### config.mk
export PLATFORM = sky130hd
export DESIGN_NAME = store_block_flat
export DESIGN_NICKNAME = d
export VERILOG_FILES = /design/src/rtl/store_block_pkg.sv /design/src/rtl/store_block_if.sv /design/src/rtl/store_merge.sv /design/src/rtl/store_block.sv /design/src/flat_wrapper.sv
export SDC_FILE = /design/constraint.sdc
export NUM_CORES = 1
export LEC_CHECK = 0
export ABC_AREA = 1
export BUFFER_PORTS_ARGS = -buffer_cell sky130_fd_sc_hd__buf_2
export CORE_MARGIN = 1.5
export CORE_UTILIZATION = 35
export CTS_CLUSTER_DIAMETER = 80
export CTS_CLUSTER_SIZE = 20
export DETAILED_ROUTE_END_ITERATION = 10
export GPL_TIMING_DRIVEN = 0
export PLACE_DENSITY = 0.59
export SYNTH_ARGS = -nofsm -noshare
export SYNTH_HDL_FRONTEND = slang
export SYNTH_SLANG_ARGS = --single-unit
### constraint.sdc
create_clock -name clk -period 1.8 [get_ports clk]
set_input_delay 0.36 -clock clk [delete_from_list [all_inputs] [get_ports clk]]
set_output_delay 0.36 -clock clk [all_outputs]
set_load 0.01 [all_outputs]
### src/rtl/store_block_pkg.sv
// Shared types for the store read-modify-write block: store types, FSM states, alignment masks.
package store_pkg;

  typedef enum logic [2:0] {
    ST_NONE = 3'd0,
    ST_SD   = 3'd1,
    ST_SW   = 3'd2,
    ST_SH   = 3'd3,
    ST_SB   = 3'd4
  } store_type_e;

  typedef enum logic [2:0] {
    IDLE,
    RD_REQ,
    RD_WAIT,
    WRITE,
    DONE,
    ERR
  } state_e;

  localparam logic [2:0] ALIGN_SD = 3'b111;
  localparam logic [2:0] ALIGN_SW = 3'b011;
  localparam logic [2:0] ALIGN_SH = 3'b001;
  localparam logic [2:0] ALIGN_SB = 3'b000;

  // High for an invalid type or an offset that breaks natural alignment.
  function automatic logic store_bad(input logic [2:0] t, input logic [2:0] off);
    case (t)
      ST_SD:   store_bad = |(off & ALIGN_SD);
      ST_SW:   store_bad = |(off & ALIGN_SW);
      ST_SH:   store_bad = |(off & ALIGN_SH);
      ST_SB:   store_bad = |(off & ALIGN_SB);
      default: store_bad = 1'b1;
    endcase
  endfunction

endpackage

### src/rtl/store_block_if.sv
// Control handshake and data-memory bus of store_block.
// mem_be exists only when STORE_BYTE_MASK_EN is defined.
interface store_block_if;
  import store_pkg::*;

  logic        start;
  logic [2:0]  StoreTYPE;
  logic [63:0] Addr;
  logic [63:0] RegData;
  logic [63:0] mem_addr;
  logic        mem_re;
  logic [63:0] mem_rdata;
  logic        mem_we;
  logic [63:0] mem_wdata;
  logic        busy;
  logic        done;
  logic        store_err;
`ifdef STORE_BYTE_MASK_EN
  logic [7:0]  mem_be;
`endif

  modport slave (
`ifdef STORE_BYTE_MASK_EN
    output mem_be,
`endif
    input  start, StoreTYPE, Addr, RegData, mem_rdata,
    output mem_addr, mem_re, mem_we, mem_wdata, busy, done, store_err
  );

  modport master (
`ifdef STORE_BYTE_MASK_EN
    input  mem_be,
`endif
    output start, StoreTYPE, Addr, RegData, mem_rdata,
    input  mem_addr, mem_re, mem_we, mem_wdata, busy, done, store_err
  );

endinterface

### src/rtl/store_merge.sv
// Combinational lane merge: drops the low bytes of i_new into the addressed lanes of i_old.
module store_merge
  import store_pkg::*;
(
  input  store_type_e i_type,
  input  logic [2:0]  i_off,
  input  logic [63:0] i_old,
  input  logic [63:0] i_new,
  output logic [63:0] o_merged,
  output logic [7:0]  o_mask
);

  logic [63:0] w_bits;
  logic [63:0] w_shifted;

  always_comb begin
    case (i_type)
      ST_SD:   o_mask = 8'hFF;
      ST_SW:   o_mask = 8'h0F << i_off;
      ST_SH:   o_mask = 8'h03 << i_off;
      ST_SB:   o_mask = 8'h01 << i_off;
      default: o_mask = 8'h00;
    endcase
  end

  always_comb begin
    w_bits = '0;
    for (int i = 0; i < 8; i++) begin
      w_bits[8*i +: 8] = {8{o_mask[i]}};
    end
  end

  // Offsets are naturally aligned here, so a byte shift lands the data on its lanes.
  assign w_shifted = i_new << {i_off, 3'b000};
  assign o_merged  = (i_old & ~w_bits) | (w_shifted & w_bits);

endmodule

### src/rtl/store_block.sv
// SD/SW/SH/SB store sequencer doing read-modify-write on a 64-bit data memory.
// Define STORE_BYTE_MASK_EN to drive mem_be and skip the read phase.
module store_block
  import store_pkg::*;
#(
  parameter int MEM_RD_LAT = 1
) (
  input logic         clk,
  input logic         reset,
  store_block_if.slave bus
);

  // state   | meaning
  // IDLE    | waiting for start
  // RD_REQ  | read strobe for the target doubleword
  // RD_WAIT | counting down read latency, capture old data at zero
  // WRITE   | one-cycle write of the merged doubleword
  // DONE    | completion pulse
  // ERR     | completion pulse with store_err

  localparam logic [2:0] LAT_M1 = 3'(MEM_RD_LAT - 1);

  state_e      r_state;
  logic [2:0]  r_type_q;
  logic [2:0]  r_cnt;
  logic [63:0] r_addr_q;
  logic [63:0] r_data_q;
  logic [63:0] r_old_q;
  logic        r_mem_re;
  logic        r_mem_we;
  logic        r_busy;
  logic        r_done;
  logic        r_err;

  logic [63:0] w_merged;
  logic [7:0]  w_mask;
  logic        w_bad;
  logic        w_direct;

  assign w_bad = store_bad(bus.StoreTYPE, bus.Addr[2:0]);

`ifdef STORE_BYTE_MASK_EN
  assign w_direct = 1'b1;
`else
  assign w_direct = (bus.StoreTYPE == ST_SD);
`endif

  store_merge u_merge (
    .i_type   (store_type_e'(r_type_q)),
    .i_off    (r_addr_q[2:0]),
    .i_old    (r_old_q),
    .i_new    (r_data_q),
    .o_merged (w_merged),
    .o_mask   (w_mask)
  );

  always_ff @(posedge clk) begin
    if (reset) begin
      r_state  <= IDLE;
      r_type_q <= '0;
      r_cnt    <= '0;
      r_addr_q <= '0;
      r_data_q <= '0;
      r_old_q  <= '0;
      r_mem_re <= 1'b0;
      r_mem_we <= 1'b0;
      r_busy   <= 1'b0;
      r_done   <= 1'b0;
      r_err    <= 1'b0;
    end else begin
      r_mem_re <= 1'b0;
      r_mem_we <= 1'b0;
      r_done   <= 1'b0;
      r_err    <= 1'b0;
      case (r_state)
        IDLE: begin
          if (bus.start) begin
            r_type_q <= bus.StoreTYPE;
            r_addr_q <= bus.Addr;
            r_data_q <= bus.RegData;
            r_busy   <= 1'b1;
            if (w_bad) begin
              r_state <= ERR;
              r_done  <= 1'b1;
              r_err   <= 1'b1;
            end else if (w_direct) begin
              r_state  <= WRITE;
              r_mem_we <= 1'b1;
            end else begin
              r_state  <= RD_REQ;
              r_mem_re <= 1'b1;
            end
          end
        end
        RD_REQ: begin
          r_cnt   <= LAT_M1;
          r_state <= RD_WAIT;
        end
        RD_WAIT: begin
          if (r_cnt == 3'd0) begin
            r_old_q  <= bus.mem_rdata;
            r_state  <= WRITE;
            r_mem_we <= 1'b1;
          end else begin
            r_cnt <= r_cnt - 3'd1;
          end
        end
        WRITE: begin
          r_state <= DONE;
          r_done  <= 1'b1;
        end
        DONE, ERR: begin
          r_state <= IDLE;
          r_busy  <= 1'b0;
        end
        default: r_state <= IDLE;
      endcase
    end
  end

  // Never strobe a write that touches no lanes.
  assign bus.mem_we    = r_mem_we & (|w_mask);
  assign bus.mem_re    = r_mem_re;
  assign bus.mem_addr  = {r_addr_q[63:3], 3'b000};
  assign bus.mem_wdata = w_merged;
  assign bus.busy      = r_busy;
  assign bus.done      = r_done;
  assign bus.store_err = r_err;
`ifdef STORE_BYTE_MASK_EN
  assign bus.mem_be    = w_mask;
`endif

endmodule

### src/flat_wrapper.sv
// flat-port wrapper written by rule: the top's interface ports become plain ports
module store_block_flat import store_pkg::*;
#(
  parameter int MEM_RD_LAT = 1
)
  (clk, reset, bus_start, bus_StoreTYPE, bus_Addr, bus_RegData, bus_mem_rdata, bus_mem_addr, bus_mem_re, bus_mem_we, bus_mem_wdata, bus_busy, bus_done, bus_store_err);
  store_block_if bus_i ();
  input logic clk;
  input logic reset;
  input wire logic [$bits(bus_i.start)-1:0] bus_start;
  input wire logic [$bits(bus_i.StoreTYPE)-1:0] bus_StoreTYPE;
  input wire logic [$bits(bus_i.Addr)-1:0] bus_Addr;
  input wire logic [$bits(bus_i.RegData)-1:0] bus_RegData;
  input wire logic [$bits(bus_i.mem_rdata)-1:0] bus_mem_rdata;
  output wire logic [$bits(bus_i.mem_addr)-1:0] bus_mem_addr;
  output wire logic [$bits(bus_i.mem_re)-1:0] bus_mem_re;
  output wire logic [$bits(bus_i.mem_we)-1:0] bus_mem_we;
  output wire logic [$bits(bus_i.mem_wdata)-1:0] bus_mem_wdata;
  output wire logic [$bits(bus_i.busy)-1:0] bus_busy;
  output wire logic [$bits(bus_i.done)-1:0] bus_done;
  output wire logic [$bits(bus_i.store_err)-1:0] bus_store_err;
  assign bus_i.start = bus_start;
  assign bus_i.StoreTYPE = bus_StoreTYPE;
  assign bus_i.Addr = bus_Addr;
  assign bus_i.RegData = bus_RegData;
  assign bus_i.mem_rdata = bus_mem_rdata;
  assign bus_mem_addr = bus_i.mem_addr;
  assign bus_mem_re = bus_i.mem_re;
  assign bus_mem_we = bus_i.mem_we;
  assign bus_mem_wdata = bus_i.mem_wdata;
  assign bus_busy = bus_i.busy;
  assign bus_done = bus_i.done;
  assign bus_store_err = bus_i.store_err;
  store_block #(.MEM_RD_LAT(MEM_RD_LAT)) u_core (.clk(clk), .reset(reset), .bus(bus_i));
endmodule
Word-level counts from Yosys, hierarchy flattened
Cells that the tools add are included.

Bits in registers: 206. Latch bits: 0. Bits in writable memories: 0. Memory bits (read-only): 0. Bits of input ports: 198. Output and inout port bits: 133. Logic and storage cells: 74. Memories: 0.

$add $sub $neg: 1. $mul: 0. Div/mod/pow operators: 0. Order comparisons: 0. Equal/unequal tests: 16. Shift-type cells: 4. Muxes and demuxes: 20. Bitwise logic cells: 7. Reductions and logical operators: 15.

Operator list (number): 64-bit bitwise AND (2); 64-bit NOT (1); 64-bit bitwise OR (1); 64-bit by 6-bit << shifter with 64-bit output (1); 8-bit one-hot mux with 4 select lines (1); 3-bit by 2-bit == test with 1-bit output, second input constant (6); 3-bit == test, second input constant (4); 3-bit 2-to-1 mux (4); 3-bit one-hot mux with 4 select lines (1); 2-bit AND reduction (5); 3-bit by 1-bit == test with 1-bit output, second input constant (3); 1-bit 2-to-1 mux (8); 8-bit OR reduction (1); 1-bit by 3-bit << shifter with 8-bit output, first input constant (1); 2-bit by 3-bit << shifter with 8-bit output, first input constant (1); 4-bit by 3-bit << shifter with 8-bit output, first input constant (1); 3-bit logical NOT (2); 1-bit one-hot mux with 2 select lines (3); 3-bit one-hot mux with 2 select lines (1); 2-bit OR reduction (3); 2-bit != test, second input constant (2); 1-bit one-hot mux with 4 select lines (1); 2-bit nonzero test (2); 4-bit OR reduction (1); 6 further kinds (7).

Longest topological paths before layout
Word-level depth: 5. Gate-level depth with buffers: 11. Mapped depth without buffers: 11.

Hierarchy
From an unflattened synthesis, not the netlist that was laid out.

Cells, all modules: 1612. Area, all modules: 10800.4 µm².

By module, submodules not included: store_block (instances 1, cells each 1008, area each 7991.4 µm², seq. area each 4124.0 µm²); store_merge (instances 1, cells each 604, area each 2808.9 µm², seq. area each 0.0 µm²).

Least setup slack after synthesis
Ideal clock, no wire load.

Path type: reg-to-output. Start point: register u_core.r_type_q[2]. End point: output port bus_mem_wdata[10]. Data arrival time: 1347 ps. Data required time: 1440 ps. Path slack: 93 ps. Stages on the path, launching flop included: 8. Path buffers: 1. Cells stage by stage: dfxtp_1 > nand3_4 > o21ai_2 > nand2_2 > o21ai_2 > inv_2 > buf_6 > o21ai_2.

Cells in the longest elaborated chain, start to end: 5.

RTL lines: start: declaration (RTL line store_block.sv:24) `logic [2:0] r_type_q;`; start signal: assignment (RTL line store_block.sv:78) `r_type_q <= bus.StoreTYPE;`; 3-bit == test, or another cell as far along (RTL line store_merge.sv:17) `case (i_type)`; 8-bit one-hot mux with 4 select lines (*) (RTL line store_merge.sv:17); 64-bit NOT (RTL line store_merge.sv:35) `assign o_merged = (i_old & ~w_bits) | (w_shifted & w_bits);`; 64-bit bitwise AND (RTL line store_merge.sv:35); 64-bit bitwise OR (*) (RTL line store_merge.sv:35); end: declaration (RTL line flat_wrapper.sv:18) `output wire logic [$bits(bus_i.mem_wdata)-1:0] bus_mem_wdata;`.

Mark *: on every way between the ends. The rest lies on a longest branch, timed or not.

Final worst setup path
Start point: register u_core.r_addr_q[0]. End point: output port bus_mem_wdata[58].

Cells in the longest elaborated chain, start to end: 5.

RTL lines: start: declaration (RTL line store_block.sv:26) `logic [63:0] r_addr_q;`; start signal: assignment (RTL line store_block.sv:79) `r_addr_q <= bus.Addr;`; branches (longest 4 deep; another with 64-bit by 6-bit << shifter with 64-bit output); 64-bit bitwise OR (*) (RTL line store_merge.sv:35).

Mark *: on every way between the ends.

==> run_results.csv <==
group,metric,value,unit
global_routing,grt_max_degree,21,
synthesis,synth_seq_area_share,40.0,%
sta,fin_crit,2.46,ns
setup_path,crit_fanout,10,
power_and_ir_drop,seqPwrFrac,37.9,%
power_and_ir_drop,power.share.combinational,39.2,%
setup_path,regToRegSetupSlack,0.12,ns
setup_path,worst-endpoint-required,1.44,ns
synthesis,yosys_most_used_dff,"dfxtp_1",
sta,fin_ws,-0.657,ns
power_and_ir_drop,total_power,14.0,mW
synthesis,synth.largest_area_cell,"dfxtp_1",
power_and_ir_drop,cellPowerDensity,975,nW/um^2
power_and_ir_drop,p_sw_share,37.7,%
layout,layout-drive-gt1-share,36.6,%
run,max_cap_violations,0,
synthesis,mappedNetlistArea,10300,sq um
cts,cts_num_sinks,206,
synthesis,synth_top_cells_by_area,"dfxtp_1, nand2_1, o21ai_0",
route,antenna_violating_nets_left,0,
cts,cts_inserted_buffers,14,
route,drt-met1-wl,16.5,mm
route,drt_iter0_drc,688,
layout,multi_input_combinational_cell_area,5810,sq um
placement,gp_congestion,0.925,
layout,final-seq-area,4140,sq um
synthesis,synth.avg_cell_area,6.63,sq um
outcome,failed_checks,"setup timing",
sta,report.final.setup_viol,65,
placement,place.detailed.instances,2267,
sta,worst_slew_pin_tran,0.646,ns
die,design.core.area,28900,sq um
setup_path,r2r_cells,8,
sta,slew_headroom,57.0,%
global_routing,grt_first_pass_wirelength,58.7,mm
setup_path,worstReg2RegEnd,"u_core.r_old_q[21]",
layout,area.growth.synth_to_final,39.6,%
sta,min_period_over_period,136,%
global_routing,first_global_vias,10654,
route,post_drt_wl_per_cell,16.9,microns
sta,finalMaxSlewViolations,0,
global_routing,residual_overflow_from_global_routing,0,
synthesis,post_synth_edffs,0,
layout,mostFrequentLayoutCell,"nand2_1",
die,die-width,175,microns
min_path,holdCritPathClass,"in2reg",
power_and_ir_drop,cellLeakagePower,6.59,nW
cts,cts_buffer_depth,3,
power_and_ir_drop,worst_vdd_rail_ir_drop,0.488,mV
route,met3RoutedLength,3.41,mm
cts,cts_tree,"built",
synthesis,yosysUniqueCellTypes,33,
min_path,hold_path_end,"u_core.r_addr_q[5]",
route,post_drt_via_cell_ratio,4.88,
power_and_ir_drop,share_clk_of_total_power,22.9,%
cts,ctsHtreeMaxLevel,1,
global_routing,grt.total_usage,24.7,%
min_path,min_from,"bus_Addr[5]",
die,effective_utilization_at_floorplan,35.7,%
setup_path,critical_path.endpoint_type,"output pin",
route,firstDrtPassIters,5,
synthesis,synth.yosys.warnings,0,
cts,clk_pin_slew_worst_paths,0.09,ns
power_and_ir_drop,switching_component_of_the_power,5.29,mW
placement,numPortBuffers,326,
route,route.vias.total,11373,
layout,layout_common_cells,"nand2_1, buf_2, dfxtp_1, nor2_1, a21oi_1",
setup_path,timing_worst_setup_path_type,"reg2out",
route,route.final.wire_length,39.5,mm
layout,fin_nets,2139,
route,route.met2.wl,18.8,mm
synthesis,yosys_register_bits,206,
global_routing,grt_antenna_before_repair,5,
die,floorplan.io_pins,331,
setup_path,critical_path_arrival,2.10,ns
die,fp.dieH,175,microns
synthesis,yosys.area.top_type_share,40.0,%
synthesis,share_of_flip_flops_with_an_asynchronous_set_or_reset,0,%
route,remaining_drc_errors,0,
die,number_of_standard_cell_rows_in_the_floorplan,62,
synthesis,post_synth_inst_count,1555,
route,routed.top_layer,"met5",
placement,dp_hpwl,31.1,mm
cts,ctsRootBufferMaster,"clkbuf_16",
layout,nFillCells,3068,
power_and_ir_drop,cell_internal_pwr,8.73,mW
sta,timing.final.hold_violations,0,
sta,timing.fmax,407,MHz
cts,clk-insertion-delay-late,0.49,ns
min_path,hold_path_depth,3,
setup_path,crit-reg2reg-launch,"u_core.r_state[0]",
sta,grt_setup_unrepaired,"true",
outcome,run_status,"finished with violations",
sta,clock_skew,0.0159,ns
layout,post_layout_cell_count,2331,
die,dieArea,30500,sq um
setup_path,setup.worst_path.start_class,"flop",
[cell type report]
cell class	count	share of cell area, %
clock buffer	17	2.73
buffer	163	7.76
tap	384	3.34
clock inverter	3	0.122
multi-input combinational	1107	40.4
sequential	206	28.8
antenna	4	0.0696
timing repair buffer	363	14.4
timing repair inverter	1	0.0609
inverter	83	2.42
[kinds of logic (layout without fill, tap and decap cells)]
family,count (synthesis),after routing,synth area share (%)
other,1,7,0.0364
adders and majority gates,2,2,0.243
AOI/OAI and AO/OA,389,390,19.8
buffers and inverters,247,630,12.1
and+or+nand+nor,710,712,27.8
DFF,206,206,40.0
[worst max-delay path by stage]
stage,from,to,slack [ns],depth (start not counted)
floorplan,u_core.r_type_q[2],bus_mem_wdata[10],0.09,7
global placement,u_core.r_addr_q[0],bus_mem_wdata[58],-0.75,8
detailed placement,u_core.r_addr_q[0],bus_mem_wdata[58],-0.75,8
CTS,u_core.r_addr_q[0],bus_mem_wdata[37],-0.63,9
global route,u_core.r_addr_q[0],bus_mem_wdata[62],-0.72,11
finish,u_core.r_addr_q[0],bus_mem_wdata[58],-0.66,8
[synth_stat cells (2+ instances only)]
cell type       number
a21oi_1            138
nor3_1               4
nand2_1            447
buf_1                5
clkbuf_1            59
a21oi_4              2
buf_4               65
o211ai_1             5
dlymetal6s2s_1       2
buf_6                3
dfxtp_1            206
nand3_1             87
inv_1               70
nand2_2              9
nand2_4              3
o22ai_1              9
buf_2               30
o21ai_1              6
nor2_1             155
o21ai_2              8
ha_1                 2
o21ai_0            218
inv_2               12
[metrics by stage]
stage | hold slack (ns) | utilization [%] | area, sq um | worst slack [ns] | TNS (ns)
global placement | 0.444 | 43.1 | 12400 | -0.752 | -42.74
finish | 0.115 | 49.8 | 14400 | -0.657 | -37.21
CTS | 0.100 | 46.9 | 13500 | -0.631 | -36.93
detailed placement | 0.452 | 43.1 | 12400 | -0.745 | -45.35
global route | 0.109 | 49.8 | 14400 | -0.720 | -41.99
floorplan | 0.424 | - | 10300 | 0.0926 | 0
[registers in the layout, indices dropped and copies added, names as in the netlist]
| signal | cells |
|---|---|
| u_core.r_old_q | 64 |
| u_core.r_cnt | 3 |
| u_core.bus.busy | 1 |
| u_core.bus.mem_re | 1 |
| u_core.r_addr_q | 64 |
| u_core.r_type_q | 3 |
| u_core.r_state | 3 |
| u_core.r_data_q | 64 |
| u_core.bus.done | 1 |
| u_core.bus.store_err | 1 |
| u_core.r_mem_we | 1 |
[power groups by stage]
stage	clock network, mW	registers, mW	logic, mW
finish	3.21	5.31	5.50
global route	3.47	5.37	5.93
CTS	3.29	5.29	4.80
detailed placement	0	5.37	4.22
global placement	0	5.37	4.20
floorplan	0	5.31	2.65
[metal layers]
| layer | vias up | track usage [%] |
|---|---|---|
| met1 | 5131 | 31.3 |
| met5 | - | 0 |
| met4 | 4 | 5.48 |
| met3 | 55 | 6.24 |
| li1 | 5747 | - |
| met2 | 436 | 42.1 |
[worst max-delay path: stages, from the launching register on]
cell and delay, ns:
dfxtp_4 0.45, buf_12 0.16, buf_6 0.13, o21ai_0 0.11, o211ai_1 0.34, o21ai_2 0.13, nand2_1 0.10, nand2_1 0.06
buf_2 0.13
[timing repair]
action,CTS,global route
endpoints found under the hold margin,0,0
pin swaps,29,43
setup endpoints to repair,126,138
resized for setup,230,201
gates cloned,2,3
buffers inserted,20,17
hold buffers,0,0
Note: power is estimated with default switching activity, not from simulation.
